<file path="config.mk">
export PLATFORM = sky130hd
export DESIGN_NAME = prog_memory
export DESIGN_NICKNAME = d
export VERILOG_FILES = /design/src/rtl/prog_memory.sv
export SDC_FILE = /design/constraint.sdc
export NUM_CORES = 1
export LEC_CHECK = 0
export BUFFER_PORTS_ARGS = -buffer_cell sky130_fd_sc_hd__buf_2
export CAP_MARGIN = 30
export CORE_ASPECT_RATIO = 1.5
export CORE_MARGIN = 2
export CORE_UTILIZATION = 54
export CTS_CLUSTER_DIAMETER = 120
export DETAILED_ROUTE_END_ITERATION = 12
export GPL_TIMING_DRIVEN = 0
export PLACE_DENSITY_LB_ADDON = 0.1
export SLEW_MARGIN = 20
export SYNTH_ARGS = -nofsm -noshare
export SYNTH_HDL_FRONTEND = slang
export SYNTH_SLANG_ARGS = --single-unit
</file>
<file path="constraint.sdc">
create_clock -name clk -period 3.1 [get_ports clk]
set_input_delay 0.62 -clock clk [delete_from_list [all_inputs] [get_ports clk]]
set_output_delay 0.62 -clock clk [all_outputs]
set_load 0.005 [all_outputs]
</file>
<file path="src/rtl/prog_memory.sv">
// Program memory with CPU/manual write ports and a burst loader.
// The loader FSM owns the array while busy; other writes are dropped then.
module prog_memory #(
    parameter int DATA_W   = 8,
    parameter int ADDR_W   = 4,
    parameter int READ_REG = 0
) (
    input  logic              clk,
    input  logic              rst,
    input  logic [DATA_W-1:0] bus,
    input  logic              MI,
    input  logic              WE,
    input  logic              SEL,
    input  logic              manual_WE,
    input  logic [ADDR_W-1:0] manual_addr,
    input  logic [DATA_W-1:0] manual_value,
    input  logic              load_start,
    input  logic [ADDR_W-1:0] load_base,
    input  logic              load_valid,
    input  logic [DATA_W-1:0] load_data,
    input  logic              load_last,
    output logic              load_ready,
    output logic              load_busy,
    output logic              load_done,
    output logic [ADDR_W-1:0] mar_out,
    output logic [DATA_W-1:0] mem_out
);

    localparam int DEPTH = 2 ** ADDR_W;

    typedef enum logic [1:0] {IDLE, LOAD, DONE} state_t;

    state_t            state;
    logic [ADDR_W-1:0] ptr;
    logic [ADDR_W-1:0] count;
    logic [DATA_W-1:0] mem [DEPTH];

    logic              accept;
    logic              wr_en;
    logic [ADDR_W-1:0] addr;
    logic [DATA_W-1:0] wr_data;

    assign accept = load_valid && load_ready;

    always_comb begin
        addr    = mar_out;
        wr_data = bus;
        wr_en   = WE;
        if (load_busy) begin
            addr    = ptr;
            wr_data = load_data;
            wr_en   = accept;
        end else if (SEL) begin
            addr    = manual_addr;
            wr_data = manual_value;
            wr_en   = manual_WE;
        end
    end

    always_ff @(posedge clk or negedge rst) begin
        if (!rst) begin
            mar_out <= '0;
        end else if (MI) begin
            mar_out <= bus[ADDR_W-1:0];
        end
    end

    // count is all-ones on the DEPTH-th beat, which forces termination
    always_ff @(posedge clk or negedge rst) begin
        if (!rst) begin
            state      <= IDLE;
            ptr        <= '0;
            count      <= '0;
            load_ready <= 1'b0;
            load_busy  <= 1'b0;
            load_done  <= 1'b0;
        end else begin
            case (state)
                IDLE: begin
                    if (load_start) begin
                        state      <= LOAD;
                        ptr        <= load_base;
                        count      <= '0;
                        load_ready <= 1'b1;
                        load_busy  <= 1'b1;
                    end
                end
                LOAD: begin
                    if (accept) begin
                        ptr   <= ptr + 1'b1;
                        count <= count + 1'b1;
                        if (load_last || count == '1) begin
                            state      <= DONE;
                            load_ready <= 1'b0;
                            load_done  <= 1'b1;
                        end
                    end
                end
                DONE: begin
                    state     <= IDLE;
                    load_busy <= 1'b0;
                    load_done <= 1'b0;
                end
                default: begin
                    state      <= IDLE;
                    load_ready <= 1'b0;
                    load_busy  <= 1'b0;
                    load_done  <= 1'b0;
                end
            endcase
        end
    end

    always_ff @(posedge clk) begin
        if (wr_en) begin
            mem[addr] <= wr_data;
        end
    end

    generate
        if (READ_REG != 0) begin : g_read_reg
            logic [DATA_W-1:0] rd_q;
            always_ff @(posedge clk or negedge rst) begin
                if (!rst) begin
                    rd_q <= '0;
                end else begin
                    rd_q <= mem[addr];
                end
            end
            assign mem_out = rd_q;
        end else begin : g_read_comb
            assign mem_out = mem[addr];
        end
    endgenerate

endmodule

</file>
==> summary.txt, run 1 <==
WL/cell -> 22.05 um
final WL -> 16290 um
Reg2Reg Depth -> 7
Clock Pin Slew Worst Setup and Hold Paths -> 0.06 ns
dpl hpwl -> 11240 um
endpoint arrival time on the critical path -> 2.75 ns
Setup crit start -> mar_out[0]
sequential area share after synthesis -> 64.28%
final count of hold timing violations -> 0
post-route insts no fill -> 739
all-layer global routing usage -> 26.17%
vias in the first global route -> 4506
Post-synth EDFFs -> 128
share of layout cells above drive strength 1 -> 32.76%
ys flop type -> edfxtp_1
synthesized flop and latch total -> 145
Placement Setup Slack -> -0.8026 ns
Yosys warnings -> 0
RR Endpoint -> mem[14][6]
clk_skew -> 0.008963 ns
outcome -> finished, violations left
clock sinks -> 145
failing checks -> setup timing
Core ar. -> 12020 sq um
Setup CP Type -> flop to output pin
Hold WS -> 0.1166 ns
Die Width -> 94.55 um
Overflow after GRT -> 0
Hold WC Path Type -> input port to asynchronous set/reset pin
syn nets -> 531
cell chain of the critical path -> mux2_4 > or2_1 > buf_6 > buf_12 > a221oi_2 > a211oi_1 > or4_1 > buf_2
crit share post-route -> 108.6%
Synth Instances -> 488
row count -> 49
Die ar. -> 13220 sq um
initial antenna violation count -> 0
Initial Util -> 55.27%
IO buf count -> 54
Post-Layout Inst Area -> 8214 sq um
Root Driver -> clkbuf_16
CTS Hold Bufs -> 0
Pleak -> 3.027 nW
synth unique cells -> 42
Async S/R FF share, synth -> 11.72%
Synth area leader -> edfxtp_1
total of max-cap violations -> 0
Final min period -> 3.367 ns
reg2reg start -> load_busy
Slowest cell on crit path -> or4_1
Final Power -> 8.468 mW
first-pass GRT wire length -> 24940 um
Worst-Skew Late Latency -> 0.43 ns
Avg Inst Size Synth -> 13.61 sq um
DR DRC count -> 0
slew margin rel. -> 36.57%
Layout Area Growth over Synthesis -> 23.68%
peak supply drop -> 0.7654 mV
Critical Path Sink -> mem_out[3]
CTS tree -> done
antenna-violating nets left -> 0
commonest non-fill, non-tap cell in the layout -> edfxtp_1
Power Dens Cells -> 1031 nW/um^2
final core utilization -> 68.36%
Synth area leaders -> edfxtp_1, mux2i_1, dfrtp_1, mux2_2, nand2_1
max-slew violations -> 0
Final TNS setup -> -1.858 ns
placed instance area -> 7163 sq um
commonest non-fill, non-tap cells in the layout -> edfxtp_1, buf_2, nand2_1, mux2i_1, nor2_1
final worst slack -> -0.2675 ns
ANT cells -> 0
R2R setup slack -> 0.28 ns
CP peak stage delay -> 0.55 ns
Fmax -> 297.0 MHz
crit path max fanout -> 7
final setup violation count -> 8
RePlAce Congestion -> 0.9047
largest net degree at the start of global routing -> 18
Nets -> 616
DP Cell Count -> 699
clk buf depth -> 2
Vias/cell -> 6.030
top cell type's share of synthesized area -> 57.87%
CP endpoint kind -> output pin
initial DRC count -> 401
mapped cell area -> 6641 sq um
die height -> 139.8 um
htree depth -> 4
CP required -> 2.48 ns
Setup crit start kind -> flop
Slew @ Worst Pin -> 0.9515 ns
DR vias -> 4456
DRT Pass-1 Iters -> 5
Ports -> 56
RSZ-0062 raised after global routing -> yes
number of buffers created by CTS -> 17
==> registers in the layout, indices dropped and copies added, names as in the netlist <==
signal and flops:
mem 128, count 4, mar_out 4, ptr 4, state 2, load_busy 1, load_done 1, load_ready 1
==> power by group <==
part | total, mW | leakage, nW | switching [mW] | internal, mW
clock | 1.98 | 0.271 | 0.853 | 1.13
sequential | 2.73 | 1.37 | 0.128 | 2.60
combinational | 3.76 | 1.39 | 2.26 | 1.50
total | 8.47 | 3.03 | 3.24 | 5.23
==> routing by layer <==
| metal | track usage [%] | share of wire (%) |
|---|---|---|
| met1 | 31.62 | 38 |
| met2 | 46.09 | 54 |
| met3 | 5.739 | 6.4 |
| met4 | 8.391 | 2.1 |
| met5 | 0 | 0 |
==> worst max-delay path: cells and delay by family (launching register included) <==
family                 cells  cell delay, ns
AOI/OAI and AO/OA          2            0.36
buffers and inverters      3            0.45
and+or+nand+nor            2            0.78
DFF                        1            0.40
muxes                      1            0.33
==> layout make-up <==
class,instances,area (sq um)
timing repair buffer,68,412.9
tap,153,191.4
multi-input combinational,309,2510
buffer,31,252.7
clock buffer,17,425.4
fill,883,3802
clock inverter,15,148.9
sequential,145,4269
inverter,1,3.754
==> cell usage after synthesis, types with 7 or more instances <==
library cell,count
nand2_1,53
and2_1,24
clkbuf_1,17
nor2_1,27
dfrtp_1,17
nand2b_1,7
a221oi_1,17
mux2_2,20
buf_2,7
edfxtp_1,128
a311oi_1,7
o21ai_0,15
or4_1,8
a211oi_1,16
a21boi_0,7
o211ai_1,16
mux2i_1,45
==> how the worst min path moves through the flow <==
stage	start	to	cells past startpoint	slack, ns
floorplan	rst	count[0]	0	0.32
global placement	count[3]	count[3]	1	0.48
detailed placement	load_done	load_done	2	0.50
CTS	rst	mar_out[0]	1	0.12
global route	rst	mar_out[0]	1	0.15
finish	rst	mar_out[0]	1	0.12
==> timing repair <==
action / in CTS / in global routing
pin swaps: 16 / 8
endpoints found under the setup margin: 54 / 8
resized for setup: 62 / 23
buffers inserted: 5 / 4
gates cloned: 0 / 1
==> logic make-up after synthesis <==
kind of cell | Yosys count | share of synthesized area [%]
fa+ha+maj | 2 | 0.3767
flops | 145 | 64.28
mux | 67 | 10.63
simple gates | 134 | 9.684
buf+inv | 34 | 2.788
compound gates | 106 | 12.25
No activity file was read; power rests on OpenSTA's default activity.
==> run 2, diff against run 1 <==
--- a/config.mk
+++ b/config.mk
@@ -9,7 +9,7 @@
 export CAP_MARGIN = 30
 export CORE_ASPECT_RATIO = 1.5
 export CORE_MARGIN = 2
-export CORE_UTILIZATION = 54
+export CORE_UTILIZATION = 43
 export CTS_CLUSTER_DIAMETER = 120
 export DETAILED_ROUTE_END_ITERATION = 12
 export GPL_TIMING_DRIVEN = 0
@@ -18,3 +18,4 @@
 export SYNTH_ARGS = -nofsm -noshare
 export SYNTH_HDL_FRONTEND = slang
 export SYNTH_SLANG_ARGS = --single-unit
+export TNS_END_PERCENT = 1
==> summary.txt, run 2 (synthesis results as in run 1) <==
vias in the first global route -> 4616 (+2.4%)
initial antenna violation count -> 0 (unchanged)
GRT met2 Usage -> 37.70% (-8.4 points)
Die ar. -> 16480 sq um (+25%)
endpoint arrival time on the critical path -> 2.67 ns (-0.08 ns)
DR DRC count -> 0 (unchanged)
htree depth -> 4 (unchanged)
slew margin rel. -> 41.49% (+4.9 points)
met3 Usage GRT -> 3.499% (-2.2 points)
Final min period -> 3.293 ns (-0.07483 ns)
share of layout cells above drive strength 1 -> 34.46% (+1.7 points)
dpl hpwl -> 11830 um (+5.2%)
R2R setup slack -> 0.25 ns (-0.03 ns)
Setup crit start kind -> flop
CP required -> 2.48 ns (about the same)
max-slew violations -> 0 (unchanged)
clk_skew -> 0.007731 ns (-0.001233 ns)
WL/cell -> 21.57 um (-2.2%)
final count of hold timing violations -> 0 (unchanged)
Placement Setup Slack -> -0.7204 ns (+0.08221 ns)
Pleak -> 3.107 nW (+2.6%)
Setup CP Type -> flop to output pin
outcome -> finished, violations left
GR Util met1 -> 26.81% (-4.8 points)
final WL -> 17060 um (+4.7%)
Ports -> 56 (unchanged)
largest net degree at the start of global routing -> 18 (unchanged)
die height -> 156.2 um (+12%)
initial DRC count -> 252 (-37%)
RePlAce Congestion -> 0.8039 (-11%)
Core ar. -> 15070 sq um (+25%)
Overflow after GRT -> 0 (unchanged)
Fillers -> 1231 (+39%)
antenna-violating nets left -> 0 (unchanged)
final core utilization -> 56.03% (-12 points)
commonest non-fill, non-tap cells in the layout -> edfxtp_1, buf_2, nand2_1, mux2i_1, nor2_1
Most flops, register -> mem
Layout Area Growth over Synthesis -> 27.15%
failing checks -> setup timing
crit share post-route -> 106.2% (-2.4 points)
Nets -> 623 (+1.1%)
first-pass GRT wire length -> 26250 um (+5.2%)
crit path max fanout -> 10 (+3)
IO buf count -> 54 (unchanged)
clock sinks -> 145 (unchanged)
number of buffers created by CTS -> 17 (unchanged)
RSZ-0062 raised after global routing -> yes
Power Dens Cells -> 1043 nW/um^2 (+1.1%)
commonest non-fill, non-tap cell in the layout -> edfxtp_1
final worst slack -> -0.1926 ns (+0.07483 ns)
final setup violation count -> 8 (unchanged)
ANT cells -> 0 (unchanged)
DR vias -> 4455 (-0.022%)
Clock Pin Slew Worst Setup and Hold Paths -> 0.06 ns (about the same)
post-route insts no fill -> 791 (+7.0%)
Fmax -> 303.7 MHz (+2.3%)
peak supply drop -> 0.4460 mV (-42%)
DP Cell Count -> 747 (+6.9%)
clk buf depth -> 2 (unchanged)
Root Driver -> clkbuf_16
busiest grt layer -> met2
total of max-cap violations -> 0 (unchanged)
CTS tree -> done
Worst-Skew Late Latency -> 0.42 ns (about the same)
Vias/cell -> 5.632 (-6.6%)
all-layer global routing usage -> 21.52% (-4.6 points)
Slew @ Worst Pin -> 0.8776 ns (-0.07390 ns)
Final Power -> 8.804 mW (+4.0%)
DRT Pass-1 Iters -> 5 (unchanged)
Initial Util -> 44.07% (-11 points)
row count -> 55 (+12%)
max FFs per register -> 128 (unchanged)
CP endpoint kind -> output pin
Die Width -> 105.5 um (+12%)
Hold WC Path Type -> input port to asynchronous set/reset pin
-- run 2: final cells by class --
| cell class | instances | area, sq um | area share (%) |
|---|---|---|---|
| plain buffers | 31 | 294.0 | 3.482 |
| clock buffers | 18 | 429.2 | 5.082 |
| clock inverters | 13 | 172.7 | 2.045 |
| inverters | 1 | 3.754 | 0.04445 |
| multi-input cells | 309 | 2556 | 30.27 |
| flip-flops and latches | 145 | 4269 | 50.56 |
| well taps | 199 | 249.0 | 2.949 |
| repair buffers | 75 | 470.5 | 5.571 |
-- run 2: stage by stage --
step           hold slack, ns  cell area, sq um  TNS, ns
2_1_floorplan          0.3244              6641        0
3_3_place_gp           0.4834              7161   -50.42
3_5_place_dp           0.4845              7247   -40.45
4_1_cts                0.1185              8130   -1.462
5_1_grt                0.1246              8444   -1.846
6_report               0.1082              8444   -1.320
-- run 2: worst max-delay path, stage by stage (launching register included) --
cell	delay, ns
dfrtp_1	0.38
mux2_4	0.31
or2_1	0.22
buf_6	0.16
buf_12	0.16
a221oi_4	0.23
a211oi_2	0.08
or4_1	0.56
buf_2	0.15
-- run 2: routing by layer --
metal	part of all wire (%)	wire length, um	vias up
li1	-	-	2088
met1	42	7084	2212
met2	52	8938	127
met4	2.1	365	0
met3	3.9	670	28
met5	0	0	-
-- run 2: worst paths after layout --
path                               to  startpoint  depth (start not counted)
setup reg to reg           mem[14][6]   load_busy                          7
max in group asynchronous  mar_out[0]         rst                          1
hold reg to reg              count[3]    count[3]                          1
setup / recovery           mem_out[0]  mar_out[0]                          8
min in group clk           mar_out[3]      bus[3]                          2
hold / removal             mar_out[3]         rst                          1
-- run 2: repair_timing --
item | 4_1_cts | 5_1_grt
gates cloned | 0 | 1
endpoints found under the setup margin | 98 | 8
pin swaps | 17 | 17
endpoints found under the hold margin | 0 | 0
resized for setup | 63 | 46
hold buffers | 0 | 0
setup buffers | 8 | 6
-- run 2: where the power goes --
group          total, mW  internal, mW  switching (mW)
Clock               2.10          1.28           0.826
Combinational       3.98          1.65            2.33
Sequential          2.72          2.60           0.123
Total               8.80          5.52            3.28
